<file path="src/rtl/vic_irq_pkg.sv">
// Shared constants, source-mode type and config decode for the vectored interrupt controller.
package vic_irq_pkg;

  localparam int unsigned NUM_SRC   = 31;
  localparam int unsigned ADDR_W    = 5;
  localparam int unsigned CFG_W     = 4;
  localparam logic [ADDR_W-1:0] NO_IRQ = 5'd31;

  localparam int unsigned CFG_LEVEL = 0;
  localparam int unsigned CFG_RISE  = 1;
  localparam int unsigned CFG_FALL  = 2;
  localparam int unsigned CFG_EN    = 3;

  typedef enum logic [1:0] {
    SRC_OFF,
    SRC_LEVEL,
    SRC_EDGE
  } src_mode_e;

  // Level takes precedence over any edge selection.
  function automatic src_mode_e src_mode(input logic [CFG_W-1:0] cfg);
    if (cfg[CFG_LEVEL])
      return SRC_LEVEL;
    else if (cfg[CFG_RISE] || cfg[CFG_FALL])
      return SRC_EDGE;
    else
      return SRC_OFF;
  endfunction

endpackage

</file>
<file path="src/rtl/vic_irq_src.sv">
// One interrupt source: input sampling, edge detection, mode select and pending flag.
// Optional VIC_IRQ_SYNC_EN inserts a two-flop synchronizer ahead of the sample register.
module vic_irq_src
  import vic_irq_pkg::*;
(
  input  logic             clk,
  input  logic             rst,
  input  logic             ext,
  input  logic [CFG_W-1:0] cfg,
  input  logic             ack,
  output logic             pend
);

  logic      samp;
  logic      hist;
  logic      hit;
  logic      pend_nxt;
  src_mode_e mode;

`ifdef VIC_IRQ_SYNC_EN
  logic meta;

  always_ff @(posedge clk) begin
    if (rst) begin
      meta <= 1'b0;
      samp <= 1'b0;
    end else begin
      meta <= ext;
      samp <= meta;
    end
  end
`else
  always_ff @(posedge clk) begin
    if (rst)
      samp <= 1'b0;
    else
      samp <= ext;
  end
`endif

  always_ff @(posedge clk) begin
    if (rst)
      hist <= 1'b0;
    else
      hist <= samp;
  end

  always_comb begin
    mode     = src_mode(cfg);
    hit      = (cfg[CFG_RISE] & samp & ~hist) | (cfg[CFG_FALL] & ~samp & hist);
    pend_nxt = 1'b0;
    case (mode)
      SRC_LEVEL: pend_nxt = samp;
      // A fresh edge outranks an acknowledge landing in the same cycle.
      SRC_EDGE:  pend_nxt = hit | (pend & ~ack);
      default:   pend_nxt = 1'b0;
    endcase
    if (!cfg[CFG_EN])
      pend_nxt = 1'b0;
  end

  always_ff @(posedge clk) begin
    if (rst)
      pend <= 1'b0;
    else
      pend <= pend_nxt;
  end

endmodule

</file>
<file path="src/rtl/vic_irq_ctrl.sv">
// Vectored interrupt controller top: 31 sources, lowest-index priority encoder, acknowledge decode.
// Define VIC_IRQ_SYNC_EN to synchronize asynchronous i_ext inputs (adds one cycle of latency).
module vic_irq_ctrl
  import vic_irq_pkg::*;
(
  input  logic                     i_clk,
  input  logic                     i_rst,
  input  logic [NUM_SRC-1:0]       i_ext,
  input  logic [NUM_SRC*CFG_W-1:0] i_reg,
  input  logic                     i_en,
  input  logic                     i_IRQ,
  output logic                     o_IRQ,
  output logic [ADDR_W-1:0]        o_irq_addr
);

  logic [NUM_SRC-1:0] pending;
  logic [NUM_SRC-1:0] ack_vec;
  logic [ADDR_W-1:0]  enc;
  logic               found;

  for (genvar k = 0; k < NUM_SRC; k++) begin : gen_src
    vic_irq_src u_src (
      .clk  (i_clk),
      .rst  (i_rst),
      .ext  (i_ext[k]),
      .cfg  (i_reg[k*CFG_W +: CFG_W]),
      .ack  (ack_vec[k]),
      .pend (pending[k])
    );
  end

  always_comb begin
    enc   = NO_IRQ;
    found = 1'b0;
    for (int unsigned k = 0; k < NUM_SRC; k++) begin
      if (!found && (((pending >> k) & NUM_SRC'(1)) != '0)) begin
        enc   = ADDR_W'(k);
        found = 1'b1;
      end
    end
  end

  assign o_IRQ      = i_en & (|pending);
  assign o_irq_addr = i_en ? enc : NO_IRQ;

  // Ack only targets the source currently presented to the CPU.
  always_comb begin
    ack_vec = '0;
    if (i_IRQ && o_IRQ)
      ack_vec = NUM_SRC'(1) << o_irq_addr;
  end

endmodule

</file>
<file path="config.mk">
export PLATFORM = sky130hd
export DESIGN_NAME = vic_irq_ctrl
export DESIGN_NICKNAME = d
export VERILOG_FILES = /design/src/rtl/vic_irq_pkg.sv /design/src/rtl/vic_irq_src.sv /design/src/rtl/vic_irq_ctrl.sv
export SDC_FILE = /design/constraint.sdc
export NUM_CORES = 1
export LEC_CHECK = 0
export ABC_AREA = 1
export CORE_ASPECT_RATIO = 1.5
export CORE_MARGIN = 1.5
export CORE_UTILIZATION = 51
export CTS_BUF_LIST = sky130_fd_sc_hd__clkbuf_4
export DETAILED_ROUTE_END_ITERATION = 10
export HOLD_SLACK_MARGIN = 0.06
export PLACE_DENSITY = 0.89
export SETUP_SLACK_MARGIN = 0.05
export SLEW_MARGIN = 25
export SYNTH_ARGS = -nofsm -noshare
export SYNTH_HDL_FRONTEND = slang
export SYNTH_SLANG_ARGS = --single-unit
export TNS_END_PERCENT = 50
</file>
<file path="constraint.sdc">
create_clock -name i_clk -period 3.35 [get_ports i_clk]
set_input_delay 0.8375 -clock i_clk [delete_from_list [all_inputs] [get_ports i_clk]]
set_output_delay 0.8375 -clock i_clk [all_outputs]
set_load 0.02 [all_outputs]
</file>
==> flow_results.org, run 1 <==
** Status
- The run finished with clean final reports.

** Drt
- For this block, the initial DRC count from the detailed router was 320.
- The detail route stage leaves a number of antenna-violating nets equal to 0.
- After detailed routing, the average wire length per cell comes to between 10 and 15 um.
- Vias per cell :: ~5.3
- In the routed design, unresolved DRC markers number 0.
- After detailed routing, the total wire length is 15,100 um.
- Total number of vias :: 5,416
- Initial DRT Pass Iterations :: 5

** STA
- The final hold violation count is 0.
- Skew final :: 26.8 ps
- Setup total negative slack on the finished layout was measured at 0 ps.
- Setup repair after global routing could not meet its margin everywhere.
- Final Slew Violations :: 0
- Dividing the final minimum period by the clock period gives 0.952.
- Minimum hold slack :: 468 ps
- For the pin with the worst max-slew slack, the measured transition is 682 ps.
- Achievable clock frequency :: ~310 MHz
- Remaining max-slew budget at the tightest pin :: 0.545
- Setup violations remaining at the end of the flow were counted as 0.
- For the finished layout, the period the worst path requires is 3190 ps.

** Final layout
- In the final design database the tool counted between 1k and 1.5k nets.
- Area overhead of the layout relative to synthesis :: 42.7%
- In the final layout, the share of cells above drive strength 1 is 0.0678.
- The finished cells cover 6730 um^2.

** Run
- Max-capacitance violation count :: 0

** Floorplanning
- Area of the die :: between 9000 and 10,000 um^2
- Height of the die :: 121 um
- The die is 81.5 um wide.
- The core region is 8880 um^2.
- roughly 170 I/O pins were placed.
- Initial Util :: 0.531
- After floorplanning, the core was divided into 42 placement rows.

** Critical path
- The worst setup path is of the primary input to output pin kind.
- CP Data Arrival Time :: ~2400 ps
- STA classifies the critical path startpoint as a primary input.
- Traced cell by cell, the critical path runs through clkdlybuf4s50_1 -> inv_1 -> nor2_1 -> inv_1 -> clkdlybuf4s50_1.
- Along the worst path, the maximum fanout reaches 5.
- Delay of the slowest cell on the worst path :: 610 ps
- Critical path data required time :: 2510 ps
- The slowest stage of the critical path belongs to the cell clkdlybuf4s50_1.
- STA classifies the critical path endpoint as an output pin.

** Yosys
- Prevailing post-synth register cell :: dfxtp_1
- In the post-synthesis netlist, the biggest area contributors are dfxtp_1 39%, nand2_1 15%, nor2_1 15%, inv_1 7.5%, a31oi_1 4.4%.
- The Yosys step of the flow raised 0 warnings.
- The number of different library cells used by synthesis comes to 35.
- Number of storage elements in the synthesis netlist :: between 90 and 100
- The number of nets in the synthesized netlist is around 890.
- Leading post-synthesis cells by instance count :: 190 x nand2_1, 186 x nor2_1, 94 x inv_1
- Cell type contributing the most total cell area after synthesis :: dfxtp_1
- Syn Std Cell Area :: 4720 um^2
- After technology mapping, the gate count stands at 735.
- Count of flip-flops with a built-in enable after synthesis :: 0
- The share of the Yosys chip area taken by registers is 0.395.
- Share of the synthesized area in the top cell type :: 0.395
- Most instantiated library cell after synthesis :: nand2_1
- Per-instance average area after synthesis :: between 6 and 7 um^2
- Fraction of registers with async set/reset :: 0

** Placed design
- The HPWL after detailed placement is roughly 12,000 um.
- Port bufs :: 164
- Routability-driven placement finished with a final weighted congestion of 0.918.
- Cell area after placement :: roughly 6500 um^2

** Pwr
- Total power consumption of the routed design :: 0.00257 W
- Worst voltage drop across the vdd grid :: 0.336 mV
- Summed over all cells, the static leakage comes to 2.98 nW.
- Dividing total power by cell area gives a power density of 381 nW/um^2.

** GRT
- Total routing usage reported by global routing :: 0.310
- Largest net degree at the start of global routing :: 63
- The number of antenna violations at the first check in global routing was 1.
- The first global-routing pass estimated 23,200 um of wire.
- Vias in the first global route :: about 5.4k
- Summed over all layers, the global routing overflow is 0.

** Min path
- In this run the worst hold path is classified as flop to flop.

** CTS
- After clock tree synthesis, the clock-pin slew on the worst setup and hold paths is roughly 140 ps.
- Number of buffers inserted by hold repair at cts :: 0
- Maximum buffer depth of the clock tree :: 2
- TritonCTS built the clock tree.
- Counting the buffers created by CTS gives 9.
- Counting every sink on the clock net gives 93.
- Root Driver :: clkbuf_4
- CTS built an H-tree with a depth of 3.
- The later pin in the worst-skew pair is clocked with a latency of between 400 and 500 ps.
-- worst max-delay path, delay by kind of cell --
kind	cells	cell delay, ps
buffers and inverters	4	1390
AND/OR/NAND/NOR	1	120
-- kinds of logic after synthesis --
kind of cell           Yosys count  synth area share
AO/OA/AOI/OAI                   92             0.125
flip-flops                      93             0.395
buffers and inverters          111            0.0915
AND/OR/NAND/NOR                439             0.388
-- flip-flops by register name, summed over array words and instances, names as in the netlist --
register and count:
gen_src.u_src.samp 31, gen_src.u_src.pend 31, gen_src.u_src.hist 31
-- placed cells by master (no fill, tap or decap), types with 3 or more instances in the layout --
master           count
nand2_2              4
o2111ai_1            3
buf_4               12
a31oi_1             33
nor2_2               6
dfxtp_1             93
nand3_1             24
inv_1               93
a21oi_1             29
a21oi_2              4
o21bai_1            14
nor2_4               4
nand2_1            189
inv_2                3
clkdlybuf4s50_1    158
nand4_1             17
clkbuf_4             9
bufinv_16            3
nor2_1             184
-- layout make-up --
type / count / area (um^2)
clock buffers: 9 / 67.6
well taps: 110 / 138
clock inverters: 7 / 113
flip-flops and latches: 93 / 1860
diodes: 1 / 2.50
fillers: 691 / 2150
multi-input cells: 532 / 2470
repair buffers: 176 / 1710
inverters: 98 / 370
-- worst paths after layout --
kind | slack, ps | start | depth (start not counted) | endpoint
worst min register to register | 470 | gen_src[15].u_src.samp | 2 | gen_src[15].u_src.hist
worst max-delay path | 160 | i_en | 5 | o_irq_addr[4]
worst max register to register | 440 | gen_src[3].u_src.pend | 16 | gen_src[5].u_src.pend
worst min-delay path | 470 | gen_src[15].u_src.samp | 2 | gen_src[15].u_src.hist
-- layer usage --
metal,GRT usage,part of all wire,vias up
li1,-,-,2689
met1,0.286,0.36,2463
met2,0.605,0.55,209
met3,0.0566,0.052,55
met4,0.166,0.041,0
met5,0,0,-
-- metrics by stage --
stage	setup WS [ps]	util	cells
after detailed placement	115	0.731	1004
after floorplan	898	-	735
final	160	0.758	1026
after CTS	30.8	0.755	1023
after global placement	131	0.731	1004
after global routing	10.5	0.758	1026
-- where the power goes --
part / internal [W] / switching, W
combinational: 0.000308 / 0.000312
sequential: 0.00115 / 0.0000346
clock: 0.000376 / 0.000384
-- what timing repair did --
item | in CTS | in global routing
gates cloned | 1 | 0
pin swaps | 2 | 2
setup endpoints to repair | 5 | 4
gates resized for setup | 8 | 12
setup buffers | 2 | 2
Power figures use the tool's default switching activity.
==> run 2: changes to the inputs <==
- SLEW_MARGIN: 25 -> 0
==> flow_results.org, run 2 (synthesis gave the netlist of run 1 again) <==
** Drt
- The total detailed-routing wirelength came to 15,100 um (about the same).
- Total number of vias :: 5,407 (-0.17%)
- The via count normalized by instance count came to 5.27 (-0.17%).
- Drt first-iter violations :: 320 (unchanged)
- Antenna Nets Post-Route :: 0 (unchanged)
- The post-detailed-route wirelength per cell was 14.7 um (about the same).
- The DRC violation count after routing is 0 (unchanged).
- Initial DRT Pass Iterations :: 5 (unchanged)

** Placed design
- Port bufs :: 164 (unchanged)
- The final HPWL from detailed placement was 12,000 um (unchanged).
- The final estimated routing congestion in global placement was 0.918 (unchanged).
- Placed instance count :: 1,004 (unchanged)

** Final layout
- Leading cell type in the layout, fill and taps excluded :: nand2_1
- The share of layout cells above drive strength 1 is 0.0667 (-0.00109).
- In the final layout, the registers with the most flip-flops are gen_src.u_src.hist: 31 flops, gen_src.u_src.pend: 31 flops, gen_src.u_src.samp: 31 flops.
- Number of nets at the end of the flow :: 1,069 (unchanged)
- The count of placed standard cells in the final layout, fillers left out came to 1,026 (unchanged).
- The top cell types in the final layout, fill and taps aside, are 189 x nand2_1, 184 x nor2_1, 158 x clkdlybuf4s50_1, 94 x inv_1, 93 x dfxtp_1.
- The final standard cell utilization of the core came to 0.758 (unchanged).
- The relative area change from synthesis to final layout was 42.7% (unchanged).

** STA
- The sum of negative setup slack is 0 ps (unchanged).
- The final hold violation count was 0 (unchanged).
- Setup repair after global routing missed its margin :: yes
- The worst-case clock skew was 26.8 ps (-0.0402 ps).
- The number of setup violations in the final report is 0 (unchanged).
- Achievable clock frequency :: 313 MHz (about the same)
- The final cycle utilization of the critical path came to 0.952 (about the same).
- Remaining max-slew budget at the tightest pin :: 0.242 (-0.303)
- The actual transition at the worst max-transition pin is 1140 ps (+453 ps).
- Minimum period implied by the final worst setup slack :: 3190 ps (+0.516 ps)
- Final Slew Violations :: 0 (unchanged)

** Floorplanning
- The width of the chip is 81.5 um (unchanged).
- The core box area came to 8880 um^2 (unchanged).
- Height of the die :: 121 um (unchanged)
- Area of the die :: 9850 um^2 (unchanged)
- Initial Util :: 0.531 (unchanged)
- The floorplan row count came to 42 (unchanged).
- Number of I/O pins :: 165 (unchanged)

** Min path
- Worst hold path cell count :: 2 (unchanged)
- The tightest min-delay check is of the flop to flop type.

** CTS
- Root Driver :: clkbuf_4
- Number of clock sinks :: 93 (unchanged)
- The clock network latency to the later pin of the worst-skew pair is 460 ps (about the same).
- The number of buffers on the longest clock path came to 2 (unchanged).
- CTS tree :: yes
- The clock slew at the register clock pins of the worst setup and hold paths is 140 ps (about the same).
- The TritonCTS buffer count was 9 (unchanged).
- The maximum level of the CTS H-tree is 3 (unchanged).

** GRT
- Total gr overflow :: 0 (unchanged)
- The number of global-route vias before repair is 5,417 (unchanged).
- The wire length of the first global-routing pass came to 23,200 um (unchanged).
- Largest net degree at the start of global routing :: 63 (unchanged)
- Antenna violations before repair :: 1 (unchanged)
- Total routing usage reported by global routing :: 0.310 (unchanged)

** Critical path
- For this design, the slowest cell found on the critical path is clkdlybuf4s50_1.
- The worst setup path is captured at an output pin.
- Traced cell by cell, the critical path runs through clkdlybuf4s50_1 -> inv_1 -> nor2_1 -> inv_1 -> clkdlybuf4s50_1.
- The required time at the endpoint of the critical path is 2510 ps (about the same).
- Number of cells on the critical path :: 5 (unchanged)
- Reg2reg start :: gen_src[3].u_src.pend
- The worst setup slack for register-to-register paths was 440 ps (about the same).
- The worst path buffer plus inverter count is 4 (unchanged).
- The cell depth of the worst flop-to-flop path was 16 (unchanged).
- The maximum fanout along the worst path was 5 (unchanged).
- CP Data Arrival Time :: 2350 ps (about the same)
- The critical path ends at o_irq_addr[4].
- STA classifies the critical path startpoint as a primary input.
- The critical path is of the primary input to output pin type.
- Startpoint of the worst setup timing path :: i_en
- The kind of cell with the highest combined delay along the critical path is buffers and inverters.
- Delay of the slowest cell on the worst path :: 610 ps (about the same)
- The worst register-to-register path ends at gen_src[5].u_src.pend.

** Pwr
- Power density cells :: 381 nW/um^2 (about the same)
- The leakage power total came to 2.98 nW (about the same).
- The total power consumption of the routed design is 0.00257 W (about the same).
- Worst voltage drop across the vdd grid :: 0.336 mV (about the same)

** Status
- The run finished with clean final reports.

** Run
- Max-capacitance violation count :: 0 (unchanged)
-- run 2: cell count changes in the layout (fill, tap and decap cells not counted) --
cell   change
inv_1      +1
inv_2      -1
-- run 2: worst min-delay path by stage --
stage,startpoint,to
CTS,gen_src[15].u_src.samp,gen_src[15].u_src.hist
global route,gen_src[3].u_src.samp,gen_src[3].u_src.pend
detailed placement,gen_src[2].u_src.samp,gen_src[2].u_src.hist
floorplan,gen_src[0].u_src.samp,gen_src[0].u_src.hist
global placement,gen_src[15].u_src.samp,gen_src[15].u_src.hist
finish,gen_src[15].u_src.samp,gen_src[15].u_src.hist
-- run 2: per-layer routing --
layer  vias to the layer above  GRT usage  wire length (um)
met5                         -          0                 0
met4                         0      0.166               633
met3                        57     0.0566               760
met2                       202      0.605              8240
met1                      2458      0.286              5470
li1                       2690          -                 -
-- run 2: final cells by class --
cell class	instances	area, um^2
Inverter	98	370
Clock buffer	9	67.6
Antenna cell	1	2.50
Fill cell	691	2150
Multi-Input combinational cell	532	2470
Tap cell	110	138
Timing Repair Buffer	176	1710
Clock inverter	7	113
Sequential cell	93	1860
-- run 2: worst min-delay path, cell delays in order, from the launching register on --
cell     delay, ps
dfxtp_1        350
inv_1           70
nor2_1          40
-- run 2: per-stage QoR --
step / cell area (um^2) / setup slack, ps / hold slack, ps
after detailed placement: 6490 / 115 / 454
final: 6730 / 160 / 468
after global routing: 6730 / 10.5 / 492
after global placement: 6490 / 131 / 439
after CTS: 6700 / 30.8 / 472
after floorplan: 4720 / 898 / 437
-- run 2: power breakdown --
part           total, W  switching, W  internal, W
clock network  0.000759      0.000383     0.000376
registers       0.00119     0.0000347      0.00115
logic          0.000620      0.000312     0.000308
total           0.00257      0.000729      0.00184
-- run 2: timing repair --
item,CTS,global route
resized for setup,8,12
cloned,1,0
setup buffers,2,2
hold buffers,0,0
endpoints found under the setup margin,5,4
pin swaps,2,2
